File: src/rtl/maxnet_sequencer_pkg.sv
// Shared types and helpers for the MaxNet iteration sequencer.
// Holds the FSM state encoding, the neuron count and the IEEE-754 zero test.
package maxnet_sequencer_pkg;

    localparam int unsigned N_NEURON = 4;
    localparam int unsigned IDX_W    = 2;

    typedef enum logic [2:0] {
        StIdle,
        StIssue,
        StDrain,
        StCheck,
        StDone
    } state_e;

    // Sign bit ignored so that -0.0 is treated as zero.
    function automatic logic fp_is_zero(logic [31:0] v);
        return (v[30:0] == 31'd0);
    endfunction

endpackage

File: src/rtl/maxnet_sequencer_if.sv
// Bus between the sequencer and the shared 4-input neuron processing unit.
// master = sequencer side, slave = PU / weight-row mux side.
interface maxnet_sequencer_if #(
    parameter int unsigned DW = 32
);
    logic [DW-1:0] pu_a1;
    logic [DW-1:0] pu_a2;
    logic [DW-1:0] pu_a3;
    logic [DW-1:0] pu_a4;
    logic [1:0]    pu_w_sel;
    logic [DW-1:0] pu_out;

    modport master (
        output pu_a1,
        output pu_a2,
        output pu_a3,
        output pu_a4,
        output pu_w_sel,
        input  pu_out
    );

    modport slave (
        input  pu_a1,
        input  pu_a2,
        input  pu_a3,
        input  pu_a4,
        input  pu_w_sel,
        output pu_out
    );
endinterface

File: src/rtl/mnseq_tag_pipe.sv
// DEPTH-deep {valid, idx} shift register tracking issues in flight through the PU.
// The tail lines up with the cycle in which the matching pu_out is valid.
module mnseq_tag_pipe #(
    parameter int unsigned DEPTH = 2
) (
    input  logic       clk,
    input  logic       rst,
    input  logic       clr,
    input  logic       push_valid,
    input  logic [1:0] push_idx,
    output logic       tail_valid,
    output logic [1:0] tail_idx
);

    logic       vld_q [DEPTH];
    logic [1:0] idx_q [DEPTH];

    always_ff @(posedge clk) begin
        if (rst || clr) begin
            for (int i = 0; i < int'(DEPTH); i++) begin
                vld_q[i] <= 1'b0;
                idx_q[i] <= 2'd0;
            end
        end else begin
            vld_q[0] <= push_valid;
            idx_q[0] <= push_idx;
            for (int i = 1; i < int'(DEPTH); i++) begin
                vld_q[i] <= vld_q[i-1];
                idx_q[i] <= idx_q[i-1];
            end
        end
    end

    assign tail_valid = vld_q[DEPTH-1];
    assign tail_idx   = idx_q[DEPTH-1];

endmodule

File: src/rtl/maxnet_sequencer.sv
// MaxNet winner-take-all iteration controller: issues 4 neurons per iteration to a
// shared pipelined PU, double-buffers activations and stops on convergence or MAX_ITER.
module maxnet_sequencer
    import maxnet_sequencer_pkg::*;
#(
    parameter  int unsigned DW       = 32,
    parameter  int unsigned PU_LAT   = 2,
    parameter  int unsigned MAX_ITER = 15,
    localparam int unsigned ITER_W   = $clog2(MAX_ITER + 1)
) (
    input  logic                  clk,
    input  logic                  rst,
    input  logic                  start,
    input  logic [DW-1:0]         x1,
    input  logic [DW-1:0]         x2,
    input  logic [DW-1:0]         x3,
    input  logic [DW-1:0]         x4,
    maxnet_sequencer_if.master    pu,
    output logic [DW-1:0]         y1,
    output logic [DW-1:0]         y2,
    output logic [DW-1:0]         y3,
    output logic [DW-1:0]         y4,
    output logic                  busy,
    output logic                  done,
    output logic [1:0]            winner,
    output logic                  none,
    output logic                  timeout,
    output logic [ITER_W-1:0]     iter_count
);

    state_e              state_q, state_d;
    logic [1:0]          issue_cnt_q, issue_cnt_d;
    logic [ITER_W-1:0]   iter_q, iter_d;
    logic [1:0]          winner_q, winner_d;
    logic                none_q, none_d;
    logic                timeout_q, timeout_d;
    logic [DW-1:0]       a_cur_q [N_NEURON];
    logic [DW-1:0]       a_cur_d [N_NEURON];
    logic [DW-1:0]       a_nxt_q [N_NEURON];
    logic [DW-1:0]       a_nxt_d [N_NEURON];

    logic                start_accept;
    logic                push_valid;
    logic                tail_valid;
    logic [1:0]          tail_idx;
    logic [2:0]          nz_cnt;
    logic [1:0]          low_idx;
    logic                last_iter;

    assign push_valid = (state_q == StIssue);

    mnseq_tag_pipe #(
        .DEPTH (PU_LAT)
    ) u_tag_pipe (
        .clk        (clk),
        .rst        (rst),
        .clr        (start_accept),
        .push_valid (push_valid),
        .push_idx   (issue_cnt_q),
        .tail_valid (tail_valid),
        .tail_idx   (tail_idx)
    );

    // Convergence test runs on the freshly captured buffer, never on the loaded x.
    always_comb begin
        nz_cnt  = 3'd0;
        low_idx = 2'd0;
        for (int i = int'(N_NEURON) - 1; i >= 0; i--) begin
            if (!fp_is_zero(a_nxt_q[i])) begin
                nz_cnt  = nz_cnt + 3'd1;
                low_idx = 2'(i);
            end
        end
    end

    assign last_iter = ((32'(iter_q) + 32'd1) == MAX_ITER);

    always_comb begin
        state_d      = state_q;
        issue_cnt_d  = issue_cnt_q;
        iter_d       = iter_q;
        winner_d     = winner_q;
        none_d       = none_q;
        timeout_d    = timeout_q;
        a_cur_d      = a_cur_q;
        a_nxt_d      = a_nxt_q;
        start_accept = 1'b0;

        if (tail_valid) begin
            a_nxt_d[tail_idx] = pu.pu_out;
        end

        unique case (state_q)
            StIdle, StDone: begin
                if (start) begin
                    start_accept = 1'b1;
                    a_cur_d[0]   = x1;
                    a_cur_d[1]   = x2;
                    a_cur_d[2]   = x3;
                    a_cur_d[3]   = x4;
                    iter_d       = '0;
                    winner_d     = 2'd0;
                    none_d       = 1'b0;
                    timeout_d    = 1'b0;
                    issue_cnt_d  = 2'd0;
                    state_d      = StIssue;
                end
            end
            StIssue: begin
                issue_cnt_d = issue_cnt_q + 2'd1;
                if (issue_cnt_q == 2'(N_NEURON - 1)) begin
                    state_d = StDrain;
                end
            end
            StDrain: begin
                if (tail_valid && (tail_idx == 2'(N_NEURON - 1))) begin
                    state_d = StCheck;
                end
            end
            StCheck: begin
                a_cur_d = a_nxt_q;
                iter_d  = iter_q + ITER_W'(1);
                if (nz_cnt <= 3'd1) begin
                    state_d  = StDone;
                    none_d   = (nz_cnt == 3'd0);
                    winner_d = low_idx;
                end else if (last_iter) begin
                    state_d   = StDone;
                    timeout_d = 1'b1;
                    winner_d  = low_idx;
                end else begin
                    issue_cnt_d = 2'd0;
                    state_d     = StIssue;
                end
            end
            default: state_d = StIdle;
        endcase
    end

    always_ff @(posedge clk) begin
        if (rst) begin
            state_q     <= StIdle;
            issue_cnt_q <= 2'd0;
            iter_q      <= '0;
            winner_q    <= 2'd0;
            none_q      <= 1'b0;
            timeout_q   <= 1'b0;
            for (int i = 0; i < int'(N_NEURON); i++) begin
                a_cur_q[i] <= '0;
                a_nxt_q[i] <= '0;
            end
        end else begin
            state_q     <= state_d;
            issue_cnt_q <= issue_cnt_d;
            iter_q      <= iter_d;
            winner_q    <= winner_d;
            none_q      <= none_d;
            timeout_q   <= timeout_d;
            a_cur_q     <= a_cur_d;
            a_nxt_q     <= a_nxt_d;
        end
    end

    assign pu.pu_a1    = a_cur_q[0];
    assign pu.pu_a2    = a_cur_q[1];
    assign pu.pu_a3    = a_cur_q[2];
    assign pu.pu_a4    = a_cur_q[3];
    assign pu.pu_w_sel = (state_q == StIssue) ? issue_cnt_q : 2'd0;

    assign y1 = a_cur_q[0];
    assign y2 = a_cur_q[1];
    assign y3 = a_cur_q[2];
    assign y4 = a_cur_q[3];

    assign busy       = (state_q == StIssue) || (state_q == StDrain) || (state_q == StCheck);
    assign done       = (state_q == StDone);
    assign winner     = winner_q;
    assign none       = none_q;
    assign timeout    = timeout_q;
    assign iter_count = iter_q;

endmodule
File: src/flat_wrapper.sv
// flat-port wrapper written by rule: the top's interface ports become plain ports
module maxnet_sequencer_flat import maxnet_sequencer_pkg::*;
#(
    parameter  int unsigned DW       = 32,
    parameter  int unsigned PU_LAT   = 2,
    parameter  int unsigned MAX_ITER = 15,
    localparam int unsigned ITER_W   = $clog2(MAX_ITER + 1)
)
  (clk, rst, start, x1, x2, x3, x4, y1, y2, y3, y4, busy, done, winner, none, timeout, iter_count, pu_pu_a1, pu_pu_a2, pu_pu_a3, pu_pu_a4, pu_pu_w_sel, pu_pu_out);
  maxnet_sequencer_if #(.DW(DW)) pu_i ();
  input  logic clk;
  input  logic rst;
  input  logic start;
  input  logic [DW-1:0] x1;
  input  logic [DW-1:0] x2;
  input  logic [DW-1:0] x3;
  input  logic [DW-1:0] x4;
  output logic [DW-1:0] y1;
  output logic [DW-1:0] y2;
  output logic [DW-1:0] y3;
  output logic [DW-1:0] y4;
  output logic busy;
  output logic done;
  output logic [1:0] winner;
  output logic none;
  output logic timeout;
  output logic [ITER_W-1:0] iter_count;
  output wire logic [$bits(pu_i.pu_a1)-1:0] pu_pu_a1;
  output wire logic [$bits(pu_i.pu_a2)-1:0] pu_pu_a2;
  output wire logic [$bits(pu_i.pu_a3)-1:0] pu_pu_a3;
  output wire logic [$bits(pu_i.pu_a4)-1:0] pu_pu_a4;
  output wire logic [$bits(pu_i.pu_w_sel)-1:0] pu_pu_w_sel;
  input wire logic [$bits(pu_i.pu_out)-1:0] pu_pu_out;
  assign pu_pu_a1 = pu_i.pu_a1;
  assign pu_pu_a2 = pu_i.pu_a2;
  assign pu_pu_a3 = pu_i.pu_a3;
  assign pu_pu_a4 = pu_i.pu_a4;
  assign pu_pu_w_sel = pu_i.pu_w_sel;
  assign pu_i.pu_out = pu_pu_out;
  maxnet_sequencer #(.DW(DW), .PU_LAT(PU_LAT), .MAX_ITER(MAX_ITER)) u_core (.clk(clk), .rst(rst), .start(start), .x1(x1), .x2(x2), .x3(x3), .x4(x4), .pu(pu_i), .y1(y1), .y2(y2), .y3(y3), .y4(y4), .busy(busy), .done(done), .winner(winner), .none(none), .timeout(timeout), .iter_count(iter_count));
endmodule
File: config.mk
export PLATFORM = sky130hd
export DESIGN_NAME = maxnet_sequencer_flat
export DESIGN_NICKNAME = d
export VERILOG_FILES = /design/src/rtl/maxnet_sequencer_pkg.sv /design/src/rtl/maxnet_sequencer_if.sv /design/src/rtl/mnseq_tag_pipe.sv /design/src/rtl/maxnet_sequencer.sv /design/src/flat_wrapper.sv
export SDC_FILE = /design/constraint.sdc
export NUM_CORES = 1
export LEC_CHECK = 0
export ABC_AREA = 1
export CAP_MARGIN = 40
export CORE_ASPECT_RATIO = 0.8
export CORE_UTILIZATION = 41
export CTS_CLUSTER_DIAMETER = 80
export DETAILED_ROUTE_END_ITERATION = 7
export HOLD_SLACK_MARGIN = 0.08
export PLACE_DENSITY = 0.8
export SETUP_SLACK_MARGIN = 0.02
export SYNTH_ARGS = -nofsm -noshare
export SYNTH_HDL_FRONTEND = slang
export SYNTH_SLANG_ARGS = --single-unit
File: constraint.sdc
create_clock -name clk -period 2.8 [get_ports clk]
set_input_delay 0.84 -clock clk [delete_from_list [all_inputs] [get_ports clk]]
set_output_delay 0.84 -clock clk [all_outputs]
set_load 0.005 [all_outputs]
# Word level (Yosys, flattened, before mapping)

Memories as Yosys holds them, arrays and structs flattened.
Cells that the tools add are included.

$add $sub $neg: 6
Multipliers: 0
Div/mod/pow operators: 0
$lt $le $gt $ge: 3
Eq/ne operators: 15
Shift-type cells: 0
Multiplexer cells: 44
Bitwise operators: 5
Reduce and logical (&&, ||, !) cells: 20

Operator list:

| operator                                                         | number |
|---|---|
| 128-bit case mux with 2 select lines                             | 1 |
| 128-bit bitwise mux                                              | 1 |
| 128-bit two-way mux                                              | 1 |
| 31-bit logical NOT                                               | 4 |
| 32-bit demux with 2-bit select                                   | 1 |
| 32-bit by 4-bit == test with 1-bit output, second input constant | 1 |
| 32-bit two-way mux                                               | 1 |
| 2-bit two-way mux                                                | 12 |
| 3-bit two-way mux                                                | 8 |
| 1-bit two-way mux                                                | 12 |
| 3-bit case mux with 4 select lines                               | 1 |
| 3-bit AND reduction                                              | 3 |
| 2-bit by 1-bit != test with 1-bit output, second input constant  | 4 |
| 4-bit case mux with 2 select lines                               | 1 |
| 4-bit AND reduction                                              | 2 |
| 3-bit by 1-bit adder with 3-bit output, second input constant    | 2 |
| 3-bit by 2-bit == test with 1-bit output, second input constant  | 2 |
| 3-bit logical NOT                                                | 2 |
| 2-bit != test, second input constant                             | 3 |
| 2-bit case mux with 3 select lines                               | 1 |
| 4-bit by 1-bit adder with 5-bit output, second input constant    | 1 |
| 4-bit by 1-bit adder with 4-bit output, second input constant    | 1 |
| 2-bit == test, second input constant                             | 2 |
| 4-bit two-way mux                                                | 1 |
| 18 further kinds                                                 | 25 |

Register bits after elaboration: 269
Latch bits: 0
Memory bits (writable): 6
Memory bits (read-only): 0
Input port bits: 163
Output and inout port bits: 268
Logic and storage cells: 109
Memories kept: 2

Memory list:

| memory                  | words | width | read ports | clocked after memory_dff | write ports | RTL line             | text |
|---|---|---|---|---|---|---|---|
| u_core.u_tag_pipe.idx_q | 2     | 2     | 2          | 0                        | 2           | mnseq_tag_pipe.sv:16 | `logic [1:0] idx_q [DEPTH];` |
| u_core.u_tag_pipe.vld_q | 2     | 1     | 2          | 0                        | 2           | mnseq_tag_pipe.sv:15 | `logic vld_q [DEPTH];` |

# Longest topological paths before layout

Gate-level depths: netlist of run 1.

Depth after elaboration: 11
Depth in mapped cells: 17
Depth with buffers taken out: 17

# Hierarchy

From an unflattened synthesis of run 1, not the netlist that was laid out.

Cells, all modules: 1596
Area total of the unflattened synthesis: 12125.4 µm²

Modules (own cells, without submodules):

| module           | instances | cells each | area each (µm²) | seq. area each (µm²) |
|---|---|---|---|---|
| maxnet_sequencer | 1         | 1573       | 11911.4         | 5385.2 |
| mnseq_tag_pipe   | 1         | 23         | 214.0           | 120.1 |

# Worst setup path before layout of run 1

OpenSTA, ideal clock, no wires.

Path kind: flip-flop to flip-flop
Start: register u_core.a_nxt_q[8] in the netlist's numbering
End: register u_core.state_q[0]
Setup time: 0.132 ns
Arrival time: 2.500 ns
Required time: 2.668 ns
Path slack: 0.168 ns
Cell stages (with the launch flop): 15
Buffers on the path: 0
Period minus slack after synthesis: 2.632 ns
Path through: dfxtp_1 -> nor4_1 -> nand2_1 -> nor3_1 -> inv_1 -> ha_1 -> xor2_2 -> ha_1 -> or2_2 -> nand2_2 -> nand2_2 -> nand2_4 -> nand2_1 -> nand2_1 -> a21oi_2

Cells in the longest elaborated chain, start to end: 11

Ends and longest elaborated chain:

| item                                                          | RTL line                   | text |
|---|---|---|
| from (decl)                                                   | maxnet_sequencer.sv:39     | `logic [DW-1:0] a_nxt_q [N_NEURON];` |
| from (signal assigned)                                        | maxnet_sequencer.sv:160    | `a_nxt_q <= a_nxt_d;` |
| 31-bit logical NOT (*)                                        | maxnet_sequencer_pkg.sv:18 | `return (v[30:0] == 31'd0);` |
| 1-bit two-way mux (*)                                         | maxnet_sequencer.sv:69     | `if (!fp_is_zero(a_nxt_q[i])) begin` |
| 1-bit by 1-bit adder with 2-bit output                        | maxnet_sequencer.sv:70     | `nz_cnt = nz_cnt + 3'd1;` |
| 3-bit two-way mux (*)                                         | maxnet_sequencer.sv:69     |  |
| 3-bit by 1-bit adder with 3-bit output                        | maxnet_sequencer.sv:70     |  |
| 3-bit two-way mux (*)                                         | maxnet_sequencer.sv:69     |  |
| 3-bit by 1-bit adder with 3-bit output                        | maxnet_sequencer.sv:70     |  |
| 3-bit two-way mux (*)                                         | maxnet_sequencer.sv:69     |  |
| 3-bit by 1-bit less-or-equal comparator with 1-bit output (*) | maxnet_sequencer.sv:123    | `if (nz_cnt <= 3'd1) begin` |
| 3-bit two-way mux (*)                                         | maxnet_sequencer.sv:123    |  |
| 3-bit case mux with 4 select lines (*)                        | maxnet_sequencer.sv:93     | `unique case (state_q)` |
| to (signal assigned)                                          | maxnet_sequencer.sv:142    | `state_q <= StIdle;` |
| to (signal assigned)                                          | maxnet_sequencer.sv:153    | `state_q <= state_d;` |
| to (decl)                                                     | maxnet_sequencer.sv:31     | `state_e state_q, state_d;` |

Every way passes the cells marked *; elsewhere a longest branch is shown, timed or not.
A chain may end at the register's enable or synchronous reset.

# Worst setup path in the final report of run 1

Start: register u_core.a_nxt_q[27] in the netlist's numbering
End: register u_core.winner_q[0], in the netlist u_core.winner[0]

Cells in the longest elaborated chain, start to end: 11
Elaborated cells on any way between the ends: 18
Classes of those cells: 3 x add/sub; 1 x order compare; 1 x eq/ne; 11 x mux; 2 x reduce/logical

Ends and longest elaborated chain:

| item                                                                                                  | RTL line                   | text |
|---|---|---|
| 31-bit logical NOT (*)                                                                                | maxnet_sequencer_pkg.sv:18 |  |
| 1-bit two-way mux                                                                                     | maxnet_sequencer.sv:69     |  |
| 1-bit by 1-bit adder with 2-bit output                                                                | maxnet_sequencer.sv:70     |  |
| 3-bit two-way mux                                                                                     | maxnet_sequencer.sv:69     |  |
| 3-bit by 1-bit adder with 3-bit output                                                                | maxnet_sequencer.sv:70     |  |
| 3-bit two-way mux                                                                                     | maxnet_sequencer.sv:69     |  |
| 3-bit by 1-bit adder with 3-bit output                                                                | maxnet_sequencer.sv:70     |  |
| 3-bit two-way mux                                                                                     | maxnet_sequencer.sv:69     |  |
| 3-bit by 1-bit less-or-equal comparator with 1-bit output                                             | maxnet_sequencer.sv:123    |  |
| 3-bit by 1-bit != test with 1-bit output (no source line) / 2-bit two-way mux (equally long branches) | -                          |  |
| 3-bit AND reduction (no source line) / 2-bit case mux with 2 select lines (equally long branches)     | -                          |  |
| to (signal assigned)                                                                                  | maxnet_sequencer.sv:156    | `winner_q <= winner_d;` |
| to (decl)                                                                                             | maxnet_sequencer.sv:34     | `logic [1:0] winner_q, winner_d;` |

Every way passes the cells marked *; elsewhere a longest branch is shown, timed or not. The select of a mux whose other input is x is not followed.

==> key figures, run 1 <==
Job
  – MaxCap Viol Count: 0

Timing
  – Fin. Hold Viols: 0
  – Min Tclk post-route: 2740 ps
  – Fin crit share: 97.7%
  – Clock Skew: 26.4 ps
  – RSZ-0062 raised after global routing: yes
  – Fin Setup TNS: 0 ps
  – Worst slew margin relative to its limit: 52.4%
  – Hold Worst Slack: 407 ps
  – Final-report max-slew violation count: 0
  – # setup viols final: 0
  – Slew @ Worst Pin: 713 ps
  – Maximum clock rate: 365 MHz

Finish
  – Layout Area Growth over Synthesis: 42.2%
  – Layout cells sized above 1: 8.94%
  – Commonest non-fill, non-tap cells in the layout: 427 x clkdlybuf4s50_1, 393 x nor2_1, 273 x dfxtp_1
  – Finished Layout Cells: 2,240
  – Final core area utilization: 59.7%
  – Nets: 2,016
  – Most common cell after layout, fill and taps aside: clkdlybuf4s50_1

Global route
  – Met1 Use GR: 38.9%
  – Grt met2 use: 44.3%
  – Initial antenna violation count: 2
  – Met3 Track Usage GR: 6.06%
  – Largest net degree at the start of global routing: 97
  – Global-route wire length before repair: 64.1 mm
  – Vias in the first global route: 10,786
  – GRT Max-Usage Layer: met2
  – Overall Global Routing Usage: 28.1%
  – Total gr overflow: 0

Floorplanning
  – Initial Util: 42.0%
  – Die X: 193 um
  – CORE AREA: 28,400 um2
  – Die Y: 155 um
  – Io pins: 431
  – Row count: 55
  – DIE AREA: 29,800 um2

Logic synthesis
  – Mapped cell area: 11,900 um2
  – Ys flop type: dfxtp_1
  – Synth area leader: dfxtp_1
  – Area contributors post-synth: dfxtp_1 46%, nor2_1 12%, buf_4 8.3%
  – Synthesis warning total: 0
  – Sequential share of the synthesized area: 46.1%
  – Yosys cell types: 36
  – Synth async-reset ratio: 0%
  – Mean Syn Cell Area: 7.65 um2
  – Syn Nets: 1,730
  – EDFF count, synth: 0
  – Synthesized instance count: 1,559
  – Share of the synthesized area in the top cell type: 46.1%
  – Yosys reg bits: 275

Clock network
  – H-tree depth: 1
  – Clk_lat worst skew: 560 ps
  – # clock sinks: 275
  – CTS tree: done
  – CTS Buf Count: 29
  – Clock buffer depth: 3
  – Clk slew on worst S/H paths: 60 ps
  – Hold_buf cts: 0
  – Clock root buffer: clkbuf_16

Critical path
  – R2R Path End: u_core.winner[0]
  – Delay-heaviest family, CP: simple AND/OR/NAND/NOR gates
  – Worst r2r path cells: 14
  – CP Data Arrival Time: 3150 ps
  – Critical-path maximum fanout: 5
  – R2R setup slack: 60 ps
  – Crit path buf inv count: 1
  – Critical Path, Cell by Cell: nor4_4 > nand4_1 > nor3_2 > inv_2 > ha_4 > xor2_4 > ha_4 > or2_4 > nand2_4 > nand2_4 > nand2_4 > nand2_1 > nand2_1 > a21oi_2
  – Crit. End Element: flip-flop
  – CP Launch Type: flip-flop
  – Required time of the critical path: 3210 ps
  – Crit-path max cell delay: 340 ps
  – Critical path's most frequent cell: nand2_4
  – Levels on crit path: 14
  – Slowest cell on the critical path: dfxtp_2
  – Reg2reg start: u_core.a_nxt_q[27]
  – Kind of critical path: reg2reg

Routing
  – DRC: 58
  – Vias per inst: 5.29
  – 1st-iter DRT viols: 1,010
  – Wire length per cell: 19.8 um
  – Final ANT Viol Nets: 0
  – Routed Wire Length: 44.3 mm
  – Via count: 11,845
  – Detailed Routing Iterations Pass 1: 7

Pwr
  – Net Sw Frac: 31.5%
  – Clock share of power: 31.0%
  – Sequential share of power: 36.2%
  – Cell area power density: 795 nW/um2
  – Combinational share of power: 32.8%
  – Pint: 0.00923 W
  – Leak pwr: 6.65 nW
  – Switching Power: 0.00425 W
  – Maximum vdd ir drop: 0.486 mV

Hold path
  – Hold/Removal Path Class: reg2reg
  – Worst Hold Path EP: u_core.u_tag_pipe.vld_q[0][1]
  – HP Start: u_core.u_tag_pipe.vld_q[0][0]
  – Worst hold stages: 2

Placed design
  – Gpl congestion: 0.866
  – Port Buf Inserts: 430
  – Dpl hpwl: 32.0 mm
  – Placed cell count: 2,181

Run status
  – Outcome: complete, but fails checks
  – Violated checks: design-rule violations
## worst max-delay path by stage
| stage | startpoint | end | slack (ps) |
|---|---|---|---|
| 5_1_grt | u_core.a_nxt_q[56] | u_core.winner[0] | -70 |
| 6_report | u_core.a_nxt_q[27] | u_core.winner[0] | 60 |
| 2_1_floorplan | u_core.a_nxt_q[8] | u_core.state_q[0] | 170 |
| 3_3_place_gp | u_core.a_nxt_q[24] | u_core.issue_cnt_q[1] | -110 |
| 4_1_cts | u_core.a_nxt_q[27] | u_core.winner[0] | 8 |
| 3_5_place_dp | u_core.a_nxt_q[16] | u_core.winner[0] | -240 |
## Yosys cell counts (4+ instances only)
library cell,n
buf_2,21
nand3_1,8
a31oi_1,62
nor3_1,7
dfxtp_1,275
nor4_1,13
a221oi_2,16
nor2_1,397
inv_1,59
buf_1,7
inv_2,5
ha_1,8
o21ai_0,132
nand2_2,7
a221oi_1,10
clkbuf_1,62
nand2_1,232
buf_4,132
nand4_1,4
o221ai_1,41
a21oi_1,35
## routing by layer
layer,wire (um),part of all wire (%),vias up
met1,19400,44,5661
met2,20100,45,546
met4,974,2.2,0
met3,3810,8.6,60
li1,-,-,5578
met5,0,0,-
## metrics by stage
step                instance area, um2  worst slack, ps  total power [W]
floorplan                        11900              168          0.00731
global placement                 15700             -112          0.00920
detailed placement               15700             -239          0.00926
CTS                              16900             8.38           0.0135
global route                     17000            -66.1           0.0141
finish                           17000             63.1           0.0135
## flip-flops by register name, indices dropped and copies added (netlist names)
| name | flops |
|---|---|
| u_core.a_nxt_q | 128 |
| u_core.issue_cnt_q | 2 |
| u_core.iter_count | 4 |
| u_core.none | 1 |
| u_core.pu.pu_a1 | 32 |
| u_core.pu.pu_a2 | 32 |
| u_core.pu.pu_a3 | 32 |
| u_core.pu.pu_a4 | 32 |
| u_core.state_q | 3 |
| u_core.timeout | 1 |
| u_core.u_tag_pipe.idx_q | 4 |
| u_core.u_tag_pipe.vld_q | 2 |
| u_core.winner | 2 |
## worst min-delay path, stage by stage, from the launching register on
cell and delay [ps]:
dfxtp_1 300, inv_1 40, nor2_1 30
## power by group through the flow
stage	registers [W]	clock network, W	logic, W
3_3_place_gp	0.00493	0	0.00427
4_1_cts	0.00488	0.00423	0.00441
5_1_grt	0.00493	0.00439	0.00479
2_1_floorplan	0.00487	0	0.00244
6_report	0.00488	0.00417	0.00443
3_5_place_dp	0.00495	0	0.00432
## repair_timing
action                     CTS  global route
gates resized for setup     17            12
setup endpoints to repair   10             8
setup buffers                1             2
pin swaps                   10             5
## cell families after synthesis
logic type	Yosys count	share of synthesized area, %
compound gates	303	16.5
xor+xnor	3	0.283
fa+ha+maj	8	0.839
buf+inv	289	13.5
flops	275	46.1
simple gates	681	22.7
## final cells by class
type,count,area [um2]
antenna,2,5.00
clock buffer,41,861
clock inverter,13,186
fill,2537,11500
inverter,66,251
multi-input combinational,995,4960
sequential,275,5510
tap,370,463
timing repair buffer,478,4720
(Power assumes the default switching activity.)
==> inputs of run 2 (changes only) <==
- ABC_AREA: 1 -> 0
- CORE_UTILIZATION: 41 -> 40
- PLACE_DENSITY: 0.8 -> 0.79
==> run 2 against run 1 <==
Net effect: the run now ends clean; sequential share of layout area barely moved; flip-flop and latch count did not move; cell count fell by 3.8%; synthesized cell count fell by 8.1%; via count fell by 1.8%; critical path depth fell by 5; fmax fell by 2.1%; critical path type unchanged; largest cell class unchanged.
==> key figures, run 2 <==
Floorplanning
  – CORE AREA: 28,200 um2
  – DIE AREA: 29,400 um2
  – Io pins: 431
  – Initial Util: 40.7%
  – Row count: 55
  – Die X: 191 um
  – Die Y: 154 um

Global route
  – Total gr overflow: 0
  – Vias in the first global route: 10,955
  – Largest net degree at the start of global routing: 102
  – Global-route wire length before repair: 64.7 mm
  – Overall Global Routing Usage: 29.3%
  – Initial antenna violation count: 4

Logic synthesis
  – Synth top cells by count: 355 x nand2_1, 275 x dfxtp_1, 224 x a21oi_1
  – Post-Synth Adder-Cell Area: 0.872%
  – Ys flop type: dfxtp_1
  – Synth area leader: dfxtp_1
  – Share of the synthesized area in the top cell type: 48.0%
  – Mean Syn Cell Area: 8.01 um2
  – Mapped cell area: 11,500 um2
  – Main combinational cell family by area after synthesis: simple AND/OR/NAND/NOR gates
  – Proportion of synthesized area in mux cells: 0.0981%
  – Synthesis warning total: 0
  – Syn Nets: 1,603
  – Sequential share of the synthesized area: 48.0%
  – Synthesized instance count: 1,432
  – Most frequent cell after synthesis: nand2_1
  – Yosys cell types: 43
  – Yosys reg bits: 275
  – Area share of and/or/nand/nor cells after synthesis: 19.4%
  – EDFF count, synth: 0
  – Synth async-reset ratio: 0%
  – Area contributors post-synth: dfxtp_1 48%, nand2_1 12%, a21oi_1 9.8%
  – Synth Area in Compound Gates: 19.1%
  – Synth Area in XOR/XNOR: 0.447%

Critical path
  – Delay-heaviest family, CP: simple AND/OR/NAND/NOR gates
  – Levels on crit path: 9
  – Critical-path maximum fanout: 4
  – R2R setup slack: 4 ps
  – Required time of the critical path: 3260 ps
  – Crit. End Element: flip-flop
  – Critical Path, Cell by Cell: nor4_1 > nand4_1 > or2_4 > a21oi_2 > ha_4 > nor2_4 > a221oi_4 > or4b_4 > o32ai_2
  – R2R Path End: u_core.winner[1]
  – Worst r2r path cells: 9
  – CP Launch Type: flip-flop
  – Slowest cell on the critical path: or4b_4
  – Crit path buf inv count: 0
  – Crit-path max cell delay: 510 ps
  – CP Data Arrival Time: 3260 ps
  – Kind of critical path: reg2reg
  – Reg2reg start: u_core.a_nxt_q[87]

Hold path
  – HP Start: u_core.u_tag_pipe.idx_q[0][0]
  – Hold/Removal Path Class: reg2reg
  – Worst Hold Path EP: u_core.u_tag_pipe.idx_q[0][2]
  – Worst hold stages: 1

Routing
  – Via count: 11,631
  – Final ANT Viol Nets: 0
  – DRC: 0
  – 1st-iter DRT viols: 941
  – Wire length per cell: 21.0 um
  – Routed Wire Length: 45.3 mm
  – Detailed Routing Iterations Pass 1: 6
  – Vias per inst: 5.40

Timing
  – Slew @ Worst Pin: 710 ps
  – Fin crit share: 99.9%
  – Worst slew margin relative to its limit: 52.6%
  – RSZ-0062 raised after global routing: yes
  – Final-report max-slew violation count: 0
  – Clock Skew: 15.2 ps
  – Fin. Hold Viols: 0
  – # setup viols final: 0
  – Maximum clock rate: 358 MHz
  – Min Tclk post-route: 2800 ps
  – Setup ws final: 3.84 ps

Pwr
  – Power, Total: 0.00952 W
  – Leak pwr: 6.21 nW
  – Cell area power density: 560 nW/um2
  – Maximum vdd ir drop: 0.421 mV

Placed design
  – Gpl congestion: 0.855
  – Dpl hpwl: 31.5 mm
  – Port Buf Inserts: 430
  – Pre-CTS setup slack: -213 ps
  – Placed cell count: 2,093

Clock network
  – Clock root buffer: clkbuf_16
  – # clock sinks: 275
  – Clock buffer depth: 3
  – CTS tree: done
  – Clk_lat worst skew: 550 ps
  – H-tree depth: 1
  – Clk slew on worst S/H paths: 60 ps
  – CTS Buf Count: 29

Finish
  – Fill cell count: 2,459
  – Finished Layout Cells: 2,154
  – Layout Area Growth over Synthesis: 48.0%
  – Multi-input logic area: 4880 um2
  – Commonest non-fill, non-tap cells in the layout: 427 x clkdlybuf4s50_1, 353 x nand2_1, 267 x dfxtp_1
  – Layout cells sized above 1: 11.2%
  – Top reg by flops: u_core.a_nxt_q
  – Most common cell after layout, fill and taps aside: clkdlybuf4s50_1
  – Sequential cell area: 5520 um2
  – Largest register FFs: 128
  – Nets: 1,929

Job
  – MaxCap Viol Count: 0

Run status
  – Outcome: finished, final reports clean
run 2: worst register-to-register path, cell delays in order, from the launching register on:
cell and delay [ps]:
dfxtp_1 330, nor4_1 340, nand4_1 270, or2_4 370, a21oi_2 220, ha_4 240, nor2_4 140, a221oi_4 90
or4b_4 510, o32ai_2 210
run 2: cell type report:
class | count | share of cell area, %
Antenna cell | 4 | 0.0589
Clock buffer | 43 | 4.88
Sequential cell | 275 | 32.5
Tap cell | 370 | 2.72
Timing Repair Buffer | 527 | 30.2
Multi-Input combinational cell | 917 | 28.7
Inverter | 8 | 0.177
Clock inverter | 10 | 0.759
run 2: cells by family after synthesis:
group                    count (synthesis)
multiplexers                             1
adder cells (fa/ha/maj)                  8
buffers and inverters                  240
AO/OA/AOI/OAI                          372
AND/OR/NAND/NOR                        531
flip-flops                             275
XOR/XNOR                                 5
run 2: per-stage QoR:
step	hold WS [ps]	setup TNS (ps)	utilization, %	instance area, um2
finish	426	0	60.2	17000
global route	434	-262	60.2	17000
CTS	425	-51.8	59.6	16800
detailed placement	412	-681	55.8	15700
global placement	409	-250	55.8	15700
floorplan	406	0	-	11500
run 2: per-layer routing:
metal / track usage, % / vias up / wire [um]
li1: - / 5438 / -
met3: 7.56 / 95 / 4250
met4: 11.8 / 4 / 1680
met1: 35.5 / 5524 / 17600
met5: 0 / - / 31
met2: 49.1 / 570 / 21700
run 2: worst max path at each step:
stage                  startpoint          endpoint
3_5_place_dp   u_core.a_nxt_q[15]  u_core.winner[1]
3_3_place_gp    u_core.a_nxt_q[7]  u_core.winner[1]
5_1_grt        u_core.a_nxt_q[11]  u_core.winner[0]
2_1_floorplan   u_core.a_nxt_q[8]  u_core.winner[1]
6_report       u_core.a_nxt_q[87]  u_core.winner[1]
4_1_cts        u_core.a_nxt_q[26]  u_core.winner[1]
run 2: what timing repair did:
| action | in CTS | in global routing |
|---|---|---|
| resized for setup | 21 | 32 |
| setup buffers | 4 | 0 |
| setup endpoints to repair | 10 | 10 |
| hold buffers | 0 | 0 |
| pin swaps | 8 | 20 |
run 2: report_power, final:
part	switching (W)	leakage [nW]	internal (W)
sequential	0.000126	2.24	0.00406
clock	0.00160	0.474	0.00231
combinational	0.000613	3.49	0.000812
